[src/rtl/glitcher_pkg.sv]
// Shared UART receiver constants and state encoding for the glitcher control path.
// Also used by command_processor's UART.
package glitcher_pkg;

  localparam int unsigned CLKS_PER_BIT_DEFAULT = 868;
  localparam int unsigned PAT_LEN_MAX_DEFAULT  = 4;

  typedef logic [1:0] rx_state_t;

  localparam rx_state_t RX_IDLE  = 2'd0;
  localparam rx_state_t RX_START = 2'd1;
  localparam rx_state_t RX_DATA  = 2'd2;
  localparam rx_state_t RX_STOP  = 2'd3;

  function automatic logic [2:0] clamp_len(input logic [2:0] len, input logic [2:0] max_len);
    return (len > max_len) ? max_len : len;
  endfunction

endpackage

[src/rtl/uart_rx_core.sv]
// 8N1 UART receiver: two-flop synchroniser, mid-bit sampling FSM, registered byte outputs.
// Also exposes the unregistered stop-bit decision so a consumer can act on the same edge.
module uart_rx_core
  import glitcher_pkg::*;
#(
  parameter int unsigned CLKS_PER_BIT = CLKS_PER_BIT_DEFAULT
) (
  input  logic       clk,
  input  logic       rst,
  input  logic       rx,
  output logic [7:0] rx_data,
  output logic       rx_valid,
  output logic       frame_err,
  output logic       byte_done,
  output logic       byte_err,
  output logic [7:0] byte_val
);

  localparam int unsigned CntW = $clog2(CLKS_PER_BIT);
  localparam logic [CntW-1:0] CntFull = CntW'(CLKS_PER_BIT - 1);
  localparam logic [CntW-1:0] CntHalf = CntW'(CLKS_PER_BIT / 2 - 1);

  logic            rx_meta_q, rx_s_q;
  rx_state_t       state_q, state_d;
  logic [CntW-1:0] cnt_q, cnt_d;
  logic [2:0]      bit_q, bit_d;
  logic [7:0]      shift_q, shift_d;
  logic [7:0]      rx_data_q, rx_data_d;
  logic            rx_valid_q, rx_valid_d;
  logic            frame_err_q, frame_err_d;
  logic            tick;

  assign tick = (cnt_q == '0);

  always_comb begin
    state_d     = state_q;
    cnt_d       = cnt_q;
    bit_d       = bit_q;
    shift_d     = shift_q;
    rx_data_d   = rx_data_q;
    rx_valid_d  = 1'b0;
    frame_err_d = 1'b0;
    unique case (state_q)
      RX_IDLE: begin
        if (!rx_s_q) begin
          state_d = RX_START;
          cnt_d   = CntHalf;
        end
      end
      RX_START: begin
        if (!tick) begin
          cnt_d = cnt_q - 1'b1;
        end else if (rx_s_q) begin
          state_d = RX_IDLE;  // false start
        end else begin
          state_d = RX_DATA;
          cnt_d   = CntFull;
          bit_d   = 3'd0;
        end
      end
      RX_DATA: begin
        if (!tick) begin
          cnt_d = cnt_q - 1'b1;
        end else begin
          shift_d = {rx_s_q, shift_q[7:1]};
          cnt_d   = CntFull;
          if (bit_q == 3'd7) begin
            state_d = RX_STOP;
          end else begin
            bit_d = bit_q + 3'd1;
          end
        end
      end
      RX_STOP: begin
        if (!tick) begin
          cnt_d = cnt_q - 1'b1;
        end else begin
          state_d = RX_IDLE;
          if (rx_s_q) begin
            rx_valid_d = 1'b1;
            rx_data_d  = shift_q;
          end else begin
            frame_err_d = 1'b1;
          end
        end
      end
      default: state_d = RX_IDLE;
    endcase
  end

  always_ff @(posedge clk) begin
    if (rst) begin
      rx_meta_q   <= 1'b1;
      rx_s_q      <= 1'b1;
      state_q     <= RX_IDLE;
      cnt_q       <= '0;
      bit_q       <= 3'd0;
      shift_q     <= 8'h00;
      rx_data_q   <= 8'h00;
      rx_valid_q  <= 1'b0;
      frame_err_q <= 1'b0;
    end else begin
      rx_meta_q   <= rx;
      rx_s_q      <= rx_meta_q;
      state_q     <= state_d;
      cnt_q       <= cnt_d;
      bit_q       <= bit_d;
      shift_q     <= shift_d;
      rx_data_q   <= rx_data_d;
      rx_valid_q  <= rx_valid_d;
      frame_err_q <= frame_err_d;
    end
  end

  assign rx_data   = rx_data_q;
  assign rx_valid  = rx_valid_q;
  assign frame_err = frame_err_q;
  assign byte_done = (state_q == RX_STOP) && tick && rx_s_q;
  assign byte_err  = (state_q == RX_STOP) && tick && !rx_s_q;
  assign byte_val  = shift_q;

endmodule

[src/rtl/uart_pattern_trigger.sv]
// Passive UART TX tap: matches received bytes against an armed pattern and emits a one-shot
// trigger pulse aligned with the rx_valid of the final matching byte.
module uart_pattern_trigger
  import glitcher_pkg::*;
#(
  parameter int unsigned CLKS_PER_BIT = CLKS_PER_BIT_DEFAULT,
  parameter int unsigned PAT_LEN_MAX  = PAT_LEN_MAX_DEFAULT
) (
  input  logic                     clk,
  input  logic                     rst,
  input  logic                     rx,
  input  logic                     arm,
  input  logic [8*PAT_LEN_MAX-1:0] pattern,
  input  logic [2:0]               pattern_len,
  output logic                     armed,
  output logic                     trigger,
  output logic [7:0]               rx_data,
  output logic                     rx_valid,
  output logic                     frame_err
);

  localparam logic [2:0] LenMax = 3'(PAT_LEN_MAX);

  logic                     byte_done, byte_err;
  logic [7:0]               byte_val;
  logic [8*PAT_LEN_MAX-1:0] pat_q, pat_d;
  logic [2:0]               len_q, len_d;
  logic [2:0]               idx_q, idx_d;
  logic                     armed_q, armed_d;
  logic                     trigger_q, trigger_d;
  logic [7:0]               cur_byte;

  uart_rx_core #(
    .CLKS_PER_BIT(CLKS_PER_BIT)
  ) u_rx (
    .clk      (clk),
    .rst      (rst),
    .rx       (rx),
    .rx_data  (rx_data),
    .rx_valid (rx_valid),
    .frame_err(frame_err),
    .byte_done(byte_done),
    .byte_err (byte_err),
    .byte_val (byte_val)
  );

  always_comb begin
    cur_byte = 8'h00;
    for (int unsigned i = 0; i < PAT_LEN_MAX; i++) begin
      if (idx_q == 3'(i)) cur_byte = pat_q[8*i +: 8];
    end
  end

  // Matcher acts on the stop-bit decision so trigger registers on the same edge as rx_valid.
  always_comb begin
    armed_d   = armed_q;
    idx_d     = idx_q;
    pat_d     = pat_q;
    len_d     = len_q;
    trigger_d = 1'b0;
    if (armed_q && byte_done && (len_q != 3'd0)) begin
      if (byte_val == cur_byte) begin
        if (idx_q == len_q - 3'd1) begin
          trigger_d = 1'b1;
          armed_d   = 1'b0;
          idx_d     = 3'd0;
        end else begin
          idx_d = idx_q + 3'd1;
        end
      end else begin
        idx_d = (byte_val == pat_q[7:0]) ? 3'd1 : 3'd0;
      end
    end
    if (byte_err) idx_d = 3'd0;
    if (arm) begin
      armed_d = 1'b1;
      idx_d   = 3'd0;
      pat_d   = pattern;
      len_d   = clamp_len(pattern_len, LenMax);
    end
  end

  always_ff @(posedge clk) begin
    if (rst) begin
      pat_q     <= '0;
      len_q     <= 3'd0;
      idx_q     <= 3'd0;
      armed_q   <= 1'b0;
      trigger_q <= 1'b0;
    end else begin
      pat_q     <= pat_d;
      len_q     <= len_d;
      idx_q     <= idx_d;
      armed_q   <= armed_d;
      trigger_q <= trigger_d;
    end
  end

  assign armed   = armed_q;
  assign trigger = trigger_q;

endmodule

[config.mk]
export PLATFORM = sky130hd
export DESIGN_NAME = uart_pattern_trigger
export DESIGN_NICKNAME = d
export VERILOG_FILES = /design/src/rtl/glitcher_pkg.sv /design/src/rtl/uart_rx_core.sv /design/src/rtl/uart_pattern_trigger.sv
export SDC_FILE = /design/constraint.sdc
export NUM_CORES = 1
export LEC_CHECK = 0
export BUFFER_PORTS_ARGS = -buffer_cell sky130_fd_sc_hd__buf_2
export CAP_MARGIN = 20
export CORE_AREA = 3 3 129 131
export DETAILED_ROUTE_END_ITERATION = 10
export DIE_AREA = 0 0 132 134
export PLACE_DENSITY_LB_ADDON = 0.2
export SLEW_MARGIN = 0
export SYNTH_ARGS = -nofsm -noshare
export SYNTH_HDL_FRONTEND = slang
export SYNTH_SLANG_ARGS = --single-unit
[constraint.sdc]
create_clock -name clk -period 3.1 [get_ports clk]
set_clock_uncertainty 0.1 [all_clocks]
set_input_delay 0.155 -clock clk [delete_from_list [all_inputs] [get_ports clk]]
set_output_delay 0.155 -clock clk [all_outputs]
set_load 0.005 [all_outputs]
==> flow_summary.toml <==
[synthesis]
synth-seq-cells = 75
syn_nets = 512
yosys.cell_types.count = 55
avgSynthCellArea_um2 = 8.54
yosys_warnings = 0
seq_area_frac_synth_pct = 38.5
syn_inst = 457
synth_edf_count = 0
synthArstFlopShare_pct = 0
synthFlopType = "dfxtp_1"
netlist_area_um2 = 3900

[placement]
gp_congestion = 0.835
dpl.hpwl_um = 7280
portBuffers = 50
dpl_worst_slack_ns = 0.261

[pwr]
ir_drop_mv = 0.250
power.leakage_nw = 2.16
p_per_area_nw_per_um2 = 541

[sta]
hold_ws_ns = 0.0930
fin_crit_sh_pct = 92.4
slew_headroom_pct = 49.4
rsz0062_at_grt = "false"
hold_viol = 0
fmax_mhz = 349
finalMaxSlewViolations = 0
fin_ws_ns = 0.235
setup_viol = 0
fin_tns_setup_ns = 0
min_period_ns = 2.86
worst_pin_slew_ns = 0.759

[layout]
finalNetCount = 581
layout_commonest_cell = "dfxtp_1"
num-fill-cells = 1645
final_cell_mix = "dfxtp_1, nor2_1, buf_2"
area_growth_pct = 28.2
layout-drive-gt1-share_pct = 15.1
diodes = 0

[worst_setup_path]
cp_slowest_cell = "nor2b_1"
ff2ff_setup_slack_ns = 0.24
path_max_fanout = 9
r2r_cells = 8
path_class = "reg2reg"
cp.required_ns = 3.19
end_kind = "flip-flop"
max_stage_delay_ns = 0.42
worstPathArrival_ns = 2.95
start_kind = "flip-flop"
crit_chain = "inv_1 -> ha_1 -> nor2b_1 -> a221o_1 -> mux2_2 -> nor4_1 -> and4_1 -> a211oi_1"

[detailed_routing]
wirelength_um = 10300
dr.pass1.iters = 4
vias_per_cell = 4.62
drc = 0
vias = 3448
drt-initial-drc-count = 230
drt-wirelength-per-cell_um = 13.9
antenna_left = 0

[global_routing]
antenna_found_initial = 0
gr-total-overflow = 0
track_usage_pct = 11.9
grt_pass1_wl_um = 17000
first_global_vias = 3346
grt_start_max_net_pins = 73

[clock_tree]
cts-buffers-inserted = 9
clock_latency_ns = 0.34
cts_tree = "yes"
clkSinkCount = 75
cts-root-buf = "clkbuf_16"
clkTransAtPathRegs_ns = 0.06
h-tree-depth = 3
cts_buffer_depth = 2

[status]
status = "finished, final reports clean"

[hold_path]
hold_path_class = "in2reg"
hold_depth = 4

[floorplanning]
die_area_um2 = 17700
fp.dieH_um = 134
start_util_pct = 24.8
ios = 51
core_um2 = 15700
die_width_um = 132
rows = 46

[job]
cap_violations = 0
## kinds of logic (layout without fill, tap and decap cells)
family	count (synthesis)	count (layout)	share of synthesized area, %
adders and majority gates	16	16	5.13
muxes	44	44	11.3
buffers and inverters	53	126	5.16
and+or+nand+nor	160	160	19.7
DFF	75	75	38.5
xor gates and xnor gates	18	18	4.04
AOI/OAI and AO/OA	91	91	16.2
## path summary, 6_finish.rpt
| path | start | end |
|---|---|---|
| max reg2reg | idx_q[1] | armed |
| min | pattern_len[1] | len_q[1] |
| max | idx_q[1] | armed |
| min reg2reg | u_rx.rx_meta_q | u_rx.rx_s_q |
## worst max-delay path: cells and delay by family, from the launching register on
kind            cells  cell delay (ns)
flops               1             0.40
buf+inv             1             0.08
fa+ha+maj           1             0.28
compound gates      2             0.34
simple gates        3             1.18
mux                 1             0.33
## stage by stage
stage / std cells / total power [mW] / util [%] / cell area, µm²
6_report: 746 / 2.71 / 31.8 / 5000
3_5_place_dp: 697 / 1.61 / 27.7 / 4350
2_1_floorplan: 457 / 1.46 / - / 3900
3_3_place_gp: 697 / 1.61 / 27.7 / 4350
5_1_grt: 746 / 2.87 / 31.8 / 5000
4_1_cts: 746 / 2.76 / 31.8 / 5000
## synth_stat cells (all sizes together), types with 10 or more instances
cell type	number	area [µm²]
nor3	15	86.3
inv	20	75.1
clkbuf	30	113
nor2	67	251
nor2b	11	68.8
mux2i	43	430
xor2	11	96.3
o21ai	10	50.1
a21oi	27	135
nand2	23	88.8
nand3	16	80.1
dfxtp	75	1500
ha	16	200
## layout make-up
cell class	instances	area, µm²	area share [%]
Inverter	20	75.1	1.50
Multi-Input combinational cell	329	2200	44.0
Clock inverter	3	46.3	0.926
Timing Repair Buffer	91	643	12.9
Sequential cell	75	1500	30.0
Clock buffer	12	267	5.33
Tap cell	216	270	5.40
## routing by layer
layer	vias up	track usage, %	share of wire (%)
li1	1751	-	-
met1	1590	15.6	47
met2	93	19.0	46
met3	14	2.81	4.9
met4	0	4.78	2.0
met5	-	0	0
## where the power goes
group	switching (mW)	total (mW)	internal, mW
Combinational	0.316	0.557	0.241
Clock	0.398	1.08	0.685
Sequential	0.0529	1.07	1.02
## flip-flops by register name, indices dropped and copies added (netlist names), named ones only
| signal | cells |
|---|---|
| u_rx.state_q | 1 |
| len_q | 3 |
| u_rx.rx_data | 8 |
| u_rx.cnt_q | 10 |
| trigger | 1 |
| u_rx.frame_err | 1 |
| armed | 1 |
| u_rx.bit_q | 3 |
| u_rx.rx_s_q | 1 |
| u_rx.byte_val | 8 |
| pat_q | 32 |
| idx_q | 3 |
| u_rx.rx_valid | 1 |
| u_rx.rx_meta_q | 1 |
## what timing repair did
| action | 4_1_cts | 5_1_grt |
|---|---|---|
| hold endpoints to repair | 34 | 0 |
| resized for setup | 0 | 0 |
| setup endpoints to repair | 0 | 0 |
| hold buffers | 34 | 0 |
| setup buffers | 0 | 0 |
Power figures use the tool's default switching activity.
